File: src/rtl/fetch_pkg.sv
// Shared widths, bundle entry layout and slot extraction for the fetch queue.
// Used by bundle_queue_storage and fetch_bundle_queue.
package fetch_pkg;

    localparam int ADDR_W       = 64;
    localparam int INST_W       = 32;
    localparam int BUNDLE_SLOTS = 4;
    localparam int BUNDLE_W     = INST_W * BUNDLE_SLOTS;
    localparam int PID_W        = 20;
    localparam int TID_W        = 16;
    localparam int MAJID_W      = 64;
    localparam int LEN_W        = 2;

    typedef struct packed {
        logic [BUNDLE_W-1:0] bundle;
        logic [ADDR_W-1:0]   addr;
        logic [LEN_W-1:0]    len;
        logic [PID_W-1:0]    pid;
        logic [TID_W-1:0]    tid;
        logic [MAJID_W-1:0]  majId;
    } bundle_entry_t;

    // Slot 0 sits in the most significant word of the bundle.
    function automatic logic [INST_W-1:0] slot_word(
        input logic [BUNDLE_W-1:0] b,
        input logic [LEN_W-1:0]    k
    );
        logic [BUNDLE_W-1:0] s;
        s = b << (INST_W * int'(k));
        return s[BUNDLE_W-1 -: INST_W];
    endfunction

endpackage

File: src/rtl/bundle_queue_storage.sv
// Circular bundle array with write/read pointers and occupancy count.
// Flush clears pointers and count; entry contents are never reset.
module bundle_queue_storage
    import fetch_pkg::*;
#(
    parameter  int DEPTH = 4,
    localparam int PW    = $clog2(DEPTH),
    localparam int CW    = PW + 1
) (
    input  logic          clock_i,
    input  logic          reset_i,
    input  logic          flush_i,
    input  logic          wrEn_i,
    input  bundle_entry_t wrEntry_i,
    input  logic          pop_i,
    output bundle_entry_t head_o,
    output logic [CW-1:0] count_o
);

    bundle_entry_t mem_q [DEPTH];
    logic [PW-1:0] wrPtr_q, wrPtr_d;
    logic [PW-1:0] rdPtr_q, rdPtr_d;
    logic [CW-1:0] count_q, count_d;

    always_comb begin
        wrPtr_d = wrPtr_q;
        rdPtr_d = rdPtr_q;
        count_d = count_q;
        if (flush_i) begin
            wrPtr_d = '0;
            rdPtr_d = '0;
            count_d = '0;
        end else begin
            if (wrEn_i) wrPtr_d = wrPtr_q + PW'(1);
            if (pop_i)  rdPtr_d = rdPtr_q + PW'(1);
            case ({wrEn_i, pop_i})
                2'b10:   count_d = count_q + CW'(1);
                2'b01:   count_d = count_q - CW'(1);
                default: count_d = count_q;
            endcase
        end
    end

    always_ff @(posedge clock_i) begin
        if (reset_i) begin
            wrPtr_q <= '0;
            rdPtr_q <= '0;
            count_q <= '0;
        end else begin
            wrPtr_q <= wrPtr_d;
            rdPtr_q <= rdPtr_d;
            count_q <= count_d;
        end
    end

    always_ff @(posedge clock_i) begin
        if (wrEn_i) mem_q[wrPtr_q] <= wrEntry_i;
    end

    assign head_o  = mem_q[rdPtr_q];
    assign count_o = count_q;

endmodule

File: src/rtl/fetch_bundle_queue.sv
// Fetch bundle queue: buffers I-cache bundles, issues one instruction per cycle.
// FETCH_QUEUE_PERF_EN adds saturating stall/empty/drop counters.
module fetch_bundle_queue
    import fetch_pkg::*;
#(
    parameter int queueDepth  = 4,
    parameter int stallMargin = 2
) (
    input  logic                clock_i,
    input  logic                reset_i,
    input  logic                bundleValid_i,
    input  logic [BUNDLE_W-1:0] bundle_i,
    input  logic [ADDR_W-1:0]   bundleAddress_i,
    input  logic [LEN_W-1:0]    bundleLen_i,
    input  logic [PID_W-1:0]    bundlePid_i,
    input  logic [TID_W-1:0]    bundleTid_i,
    input  logic [MAJID_W-1:0]  bundleStartMajId_i,
    input  logic                flush_i,
    input  logic                decodeStall_i,
    output logic                fetchStall_o,
    output logic                instValid_o,
    output logic [INST_W-1:0]   inst_o,
    output logic [ADDR_W-1:0]   instAddress_o,
    output logic [PID_W-1:0]    instPid_o,
    output logic [TID_W-1:0]    instTid_o,
    output logic [MAJID_W-1:0]  instMajId_o,
    output logic                overflow_o
`ifdef FETCH_QUEUE_PERF_EN
    ,
    output logic [31:0]         perfStallCycles_o,
    output logic [31:0]         perfEmptyCycles_o,
    output logic [31:0]         perfDropped_o
`endif
);

    localparam int CW = $clog2(queueDepth) + 1;

    bundle_entry_t    wrEntry, head;
    logic [CW-1:0]    count;
    logic [LEN_W-1:0] slot_q, slot_d;
    logic             overflow_q, overflow_d;
    logic             full, valid, adv, last, wrEn, pop, drop;

    assign wrEntry = '{bundle: bundle_i, addr: bundleAddress_i,
                       len: bundleLen_i, pid: bundlePid_i,
                       tid: bundleTid_i, majId: bundleStartMajId_i};

    assign full  = count == CW'(queueDepth);
    assign valid = count != '0;
    assign adv   = valid && !decodeStall_i;
    assign last  = slot_q == head.len;
    assign wrEn  = bundleValid_i && !full && !flush_i;
    assign drop  = bundleValid_i && full && !flush_i;
    assign pop   = adv && last && !flush_i;

    assign fetchStall_o = (CW'(queueDepth) - count) <= CW'(stallMargin);

    bundle_queue_storage #(.DEPTH(queueDepth)) u_storage (
        .clock_i   (clock_i),
        .reset_i   (reset_i),
        .flush_i   (flush_i),
        .wrEn_i    (wrEn),
        .wrEntry_i (wrEntry),
        .pop_i     (pop),
        .head_o    (head),
        .count_o   (count)
    );

    always_comb begin
        slot_d     = slot_q;
        overflow_d = overflow_q;
        if (flush_i) begin
            slot_d = '0;
        end else if (adv) begin
            slot_d = last ? '0 : slot_q + LEN_W'(1);
        end
        if (drop) overflow_d = 1'b1;
    end

    always_ff @(posedge clock_i) begin
        if (reset_i) begin
            slot_q     <= '0;
            overflow_q <= 1'b0;
        end else begin
            slot_q     <= slot_d;
            overflow_q <= overflow_d;
        end
    end

    assign overflow_o = overflow_q;

    // Data outputs are forced to zero whenever nothing is presented.
    always_comb begin
        instValid_o   = valid;
        inst_o        = '0;
        instAddress_o = '0;
        instPid_o     = '0;
        instTid_o     = '0;
        instMajId_o   = '0;
        if (valid) begin
            inst_o        = slot_word(head.bundle, slot_q);
            instAddress_o = head.addr + {{(ADDR_W-4){1'b0}}, slot_q, 2'b00};
            instPid_o     = head.pid;
            instTid_o     = head.tid;
            instMajId_o   = head.majId + {{(MAJID_W-2){1'b0}}, slot_q};
        end
    end

`ifdef FETCH_QUEUE_PERF_EN
    logic [31:0] stallCnt_q, emptyCnt_q, dropCnt_q;

    always_ff @(posedge clock_i) begin
        if (reset_i) begin
            stallCnt_q <= '0;
            emptyCnt_q <= '0;
            dropCnt_q  <= '0;
        end else begin
            if (fetchStall_o && stallCnt_q != '1) stallCnt_q <= stallCnt_q + 32'd1;
            if (!valid && emptyCnt_q != '1)       emptyCnt_q <= emptyCnt_q + 32'd1;
            if (drop && dropCnt_q != '1)          dropCnt_q  <= dropCnt_q + 32'd1;
        end
    end

    assign perfStallCycles_o = stallCnt_q;
    assign perfEmptyCycles_o = emptyCnt_q;
    assign perfDropped_o     = dropCnt_q;
`endif

endmodule

File: config.mk
export PLATFORM = sky130hd
export DESIGN_NAME = fetch_bundle_queue
export DESIGN_NICKNAME = d
export VERILOG_FILES = /design/src/rtl/fetch_pkg.sv /design/src/rtl/bundle_queue_storage.sv /design/src/rtl/fetch_bundle_queue.sv
export SDC_FILE = /design/constraint.sdc
export NUM_CORES = 1
export LEC_CHECK = 0
export ABC_AREA = 1
export CAP_MARGIN = 20
export CELL_PAD_IN_SITES_DETAIL_PLACEMENT = 2
export CELL_PAD_IN_SITES_GLOBAL_PLACEMENT = 2
export CORE_MARGIN = 1.5
export CORE_UTILIZATION = 38
export CTS_BUF_LIST = sky130_fd_sc_hd__clkbuf_16
export DETAILED_ROUTE_END_ITERATION = 6
export PLACE_DENSITY_LB_ADDON = 0.1
export SLEW_MARGIN = 30
export SYNTH_ARGS = -nofsm -noshare
export SYNTH_HDL_FRONTEND = slang
export SYNTH_SLANG_ARGS = --single-unit
export TNS_END_PERCENT = 10
File: constraint.sdc
create_clock -name clock_i -period 22.1 [get_ports clock_i]
set_input_delay 5.525 -clock clock_i [delete_from_list [all_inputs] [get_ports clock_i]]
set_output_delay 5.525 -clock clock_i [all_outputs]
set_load 0.01 [all_outputs]
==> metrics.md <==
| Metric | Value |
|---|---|
| Routed WL per cell | `27.30 um` |
| GRT overflow | `0` |
| HP Class | `reg2reg` |
| TNS Setup | `0 ps` |
| Nets@finish | `5,282` |
| Share of cells above drive strength 1 | `5.267%` |
| CTS Sinks | `1,188` |
| CTS root buf | `clkbuf_16` |
| Initial antenna violation count | `58` |
| YS warnings | `0` |
| Total I/O pin count | `498` |
| DR pass1 iterations | `5` |
| Post-route DRC | `0` |
| Vias in the first global route | `40,730` |
| Fillers | `13,240` |
| Cell Rows | `133` |
| Clock Tree Buf Depth | `3` |
| CTS clock-pin slew for the worst setup and hold paths | `60 ps` |
| Final worst-path cycle share | `53.59%` |
| CTS Buf Count | `136` |
| Vias per cell | `5.431` |
| Worst endpoint required time | `16,580 ps` |
| Slew HR | `28.05%` |
| Crit start category | `flip-flop` |
| Total Die Area | `134,900 um^2` |
| WP data arrival | `6320 ps` |
| Synthesized Nets | `4,837` |
| Mapped Cells | `4,522` |
| Hold buffer count at CTS | `0` |
| FMAX | `0.08444 GHz` |
| PD cells | `80.51 nW/um^2` |
| Die Ht | `367.3 um` |
| Final Hold Violating Endpoints | `0` |
| Htree depth | `4` |
| Unrepaired setup endpoints after global routing | `false` |
| Number of synthesized flops with an enable pin | `1,176` |
| # Max-Cap Violations | `0` |
| Largest net degree at the start of global routing | `200` |
| Setup Buffers After CTS | `0` |
| DP HPWL | `122.9 mm` |
| Final Slew Violations | `0` |
| Area growth syn-to-layout | `21.75%` |
| Setup violations, final | `0` |
| CP max FO | `69` |
| CTS tree | `yes` |
| PortBufs | `497` |
| Total core area | `131,600 um^2` |
| WL final | `186.8 mm` |
| CTS resizes | `0` |
| Status | `finished clean` |
| Clk_skew | `35.79 ps` |
| Seq/Total Area, Yosys | `70.50%` |
| Ys flop type | `edfxtp_1` |
| Latest clock arrival within the worst-skew pair | `770 ps` |
| GPL Wtd Cong | `0.8777` |
| Peak supply drop | `71.38 uV` |
| Post-route minimum period | `11,840 ps` |
| Crit end category | `primary output` |
| First-pass GRT wire length | `272.4 mm` |
| Static leakage | `21.00 nW` |
| Final instance area | `61,400 um^2` |
| Antenna viol nets, final | `0` |
| Overall routing resource usage | `27.26%` |
| Starting Density | `38.31%` |
| First-iteration detailed-routing DRC count | `2,195` |
| Synthesized area | `50,430 um^2` |
| Worst Path Class, Setup | `reg2out` |
| Vias after detailed routing | `37,160` |
| Chip Width | `367.3 um` |
| Avg Cell Area, Syn | `11.15 um^2` |
| Placed Area | `57,050 um^2` |
| Asr flop ratio synth | `0%` |
| Unique masters post-synth | `32` |
| Least-Margin Pin Slew | `1079 ps` |
| #FFs+latches synth | `1,188` |
==> power by group <==
group | switching [mW] | internal (mW)
registers | 0.0113 | 2.52
clock network | 0.937 | 1.21
logic | 0.159 | 0.102
total | 1.11 | 3.84
==> per-stage QoR <==
stage               power (mW)  hold slack, ps  std cells  utilization [%]  setup slack (ps)
global placement         2.827           464.8       6578            43.28             11210
finish                   4.943           475.7       6842            46.65             10260
global route             5.088           509.1       6836            46.63              9746
floorplan                2.684           464.2       4522                -              3152
detailed placement       2.840           468.4       6581            43.34             10980
CTS                      4.989           486.4       6821            46.55             10110
==> registers in the layout (all words and copies together), names as in the netlist, named ones only <==
register / flops
overflow_o: 1
slot_q: 2
u_storage.count_o: 3
u_storage.mem_q: 1176
u_storage.rdPtr_q: 2
u_storage.wrPtr_q: 2
==> final cells by class <==
cell class,count,area [um^2],area share (%)
Antenna cell,18,45.04,0.07336
Clock buffer,140,3503,5.706
Clock inverter,100,721.9,1.176
Inverter,109,424.2,0.6908
Multi-Input combinational cell,2988,13410,21.85
Sequential cell,1188,35570,57.93
Tap cell,1755,2196,3.576
Timing Repair Buffer,544,5528,9.003
==> worst max-delay path: stages, from the launching register on <==
cell and delay (ps):
dfxtp_4 760, buf_4 730, buf_4 620, buf_4 720
nand2_1 140, nand3_1 130, nand2_1 240, nor2_1 260
nand2_1 120, nor2_1 170, nand2_1 170, nor2_2 290
nand2_1 140, nand2_1 80, nand2_1 60, nor2_1 240
clkdlybuf4s50_1 600
==> cell families after synthesis <==
family / count (synthesis) / synth area share, %
and+or+nand+nor: 2276 / 17.98
DFF: 1188 / 70.50
AOI/OAI and AO/OA: 675 / 7.726
buffers and inverters: 346 / 2.980
xor gates and xnor gates: 21 / 0.3647
adders and majority gates: 16 / 0.4417
==> worst paths after layout <==
check | from | to | slack [ps] | cells after the start
setup / recovery | flip-flop | instMajId_o[38] | 10260 | 16
hold / removal | overflow_o$_SDFFE_PP0P_ | overflow_o$_SDFFE_PP0P_ | 480 | 2
setup reg to reg | flip-flop | u_storage.count_o[2]$_SDFFE_PP0P_ | 16420 | 19
hold reg to reg | overflow_o$_SDFFE_PP0P_ | overflow_o$_SDFFE_PP0P_ | 480 | 2
==> metal layers <==
metal	up-vias	GRT usage (%)	wire [um]
li1	16800	-	-
met1	19210	33.13	75330
met2	805	48.67	97540
met3	292	5.753	9287
met4	50	7.454	4279
met5	-	0	333
==> cells in the mapped netlist, drive strengths merged (13+ instances only) <==
library cell  instances  share of area [%]
edfxtp             1176                 70
inv                 107               0.80
nor2                878                6.6
buf                 111                1.2
nand3b               18               0.27
o221ai               94                1.6
xor2                 21               0.36
nand2              1064                7.9
a21oi               118                1.2
clkbuf              126               0.94
nand3               298                3.0
o211ai               36               0.54
o21ai               378                3.8
o22ai                38               0.47
ha                   13               0.32
==> cell usage in the layout, fill, tap and decap left out, types with 4 or more instances in the layout <==
cell	Yosys	final
nand2_1	1061	1061
a21oi_1	118	118
nor2_1	859	855
o22ai_1	38	38
xor2_1	21	21
dfxtp_1	12	8
buf_4	20	32
diode_2	0	18
inv_2	5	5
nor2_2	19	19
buf_16	0	4
clkbuf_16	0	140
clkinv_2	0	22
edfxtp_1	1176	1176
ha_1	13	12
inv_1	102	133
o211ai_1	36	36
nand3_1	298	298
o21ai_0	377	377
clkinv_1	2	27
nand3b_1	18	18
o21a_1	5	5
nand4_1	5	5
buf_12	0	9
o221ai_1	94	94
nor2_4	0	4
clkdlybuf4s50_1	0	497
bufinv_16	0	5
nor3_1	12	12
No activity file was read; power rests on OpenSTA's default activity.
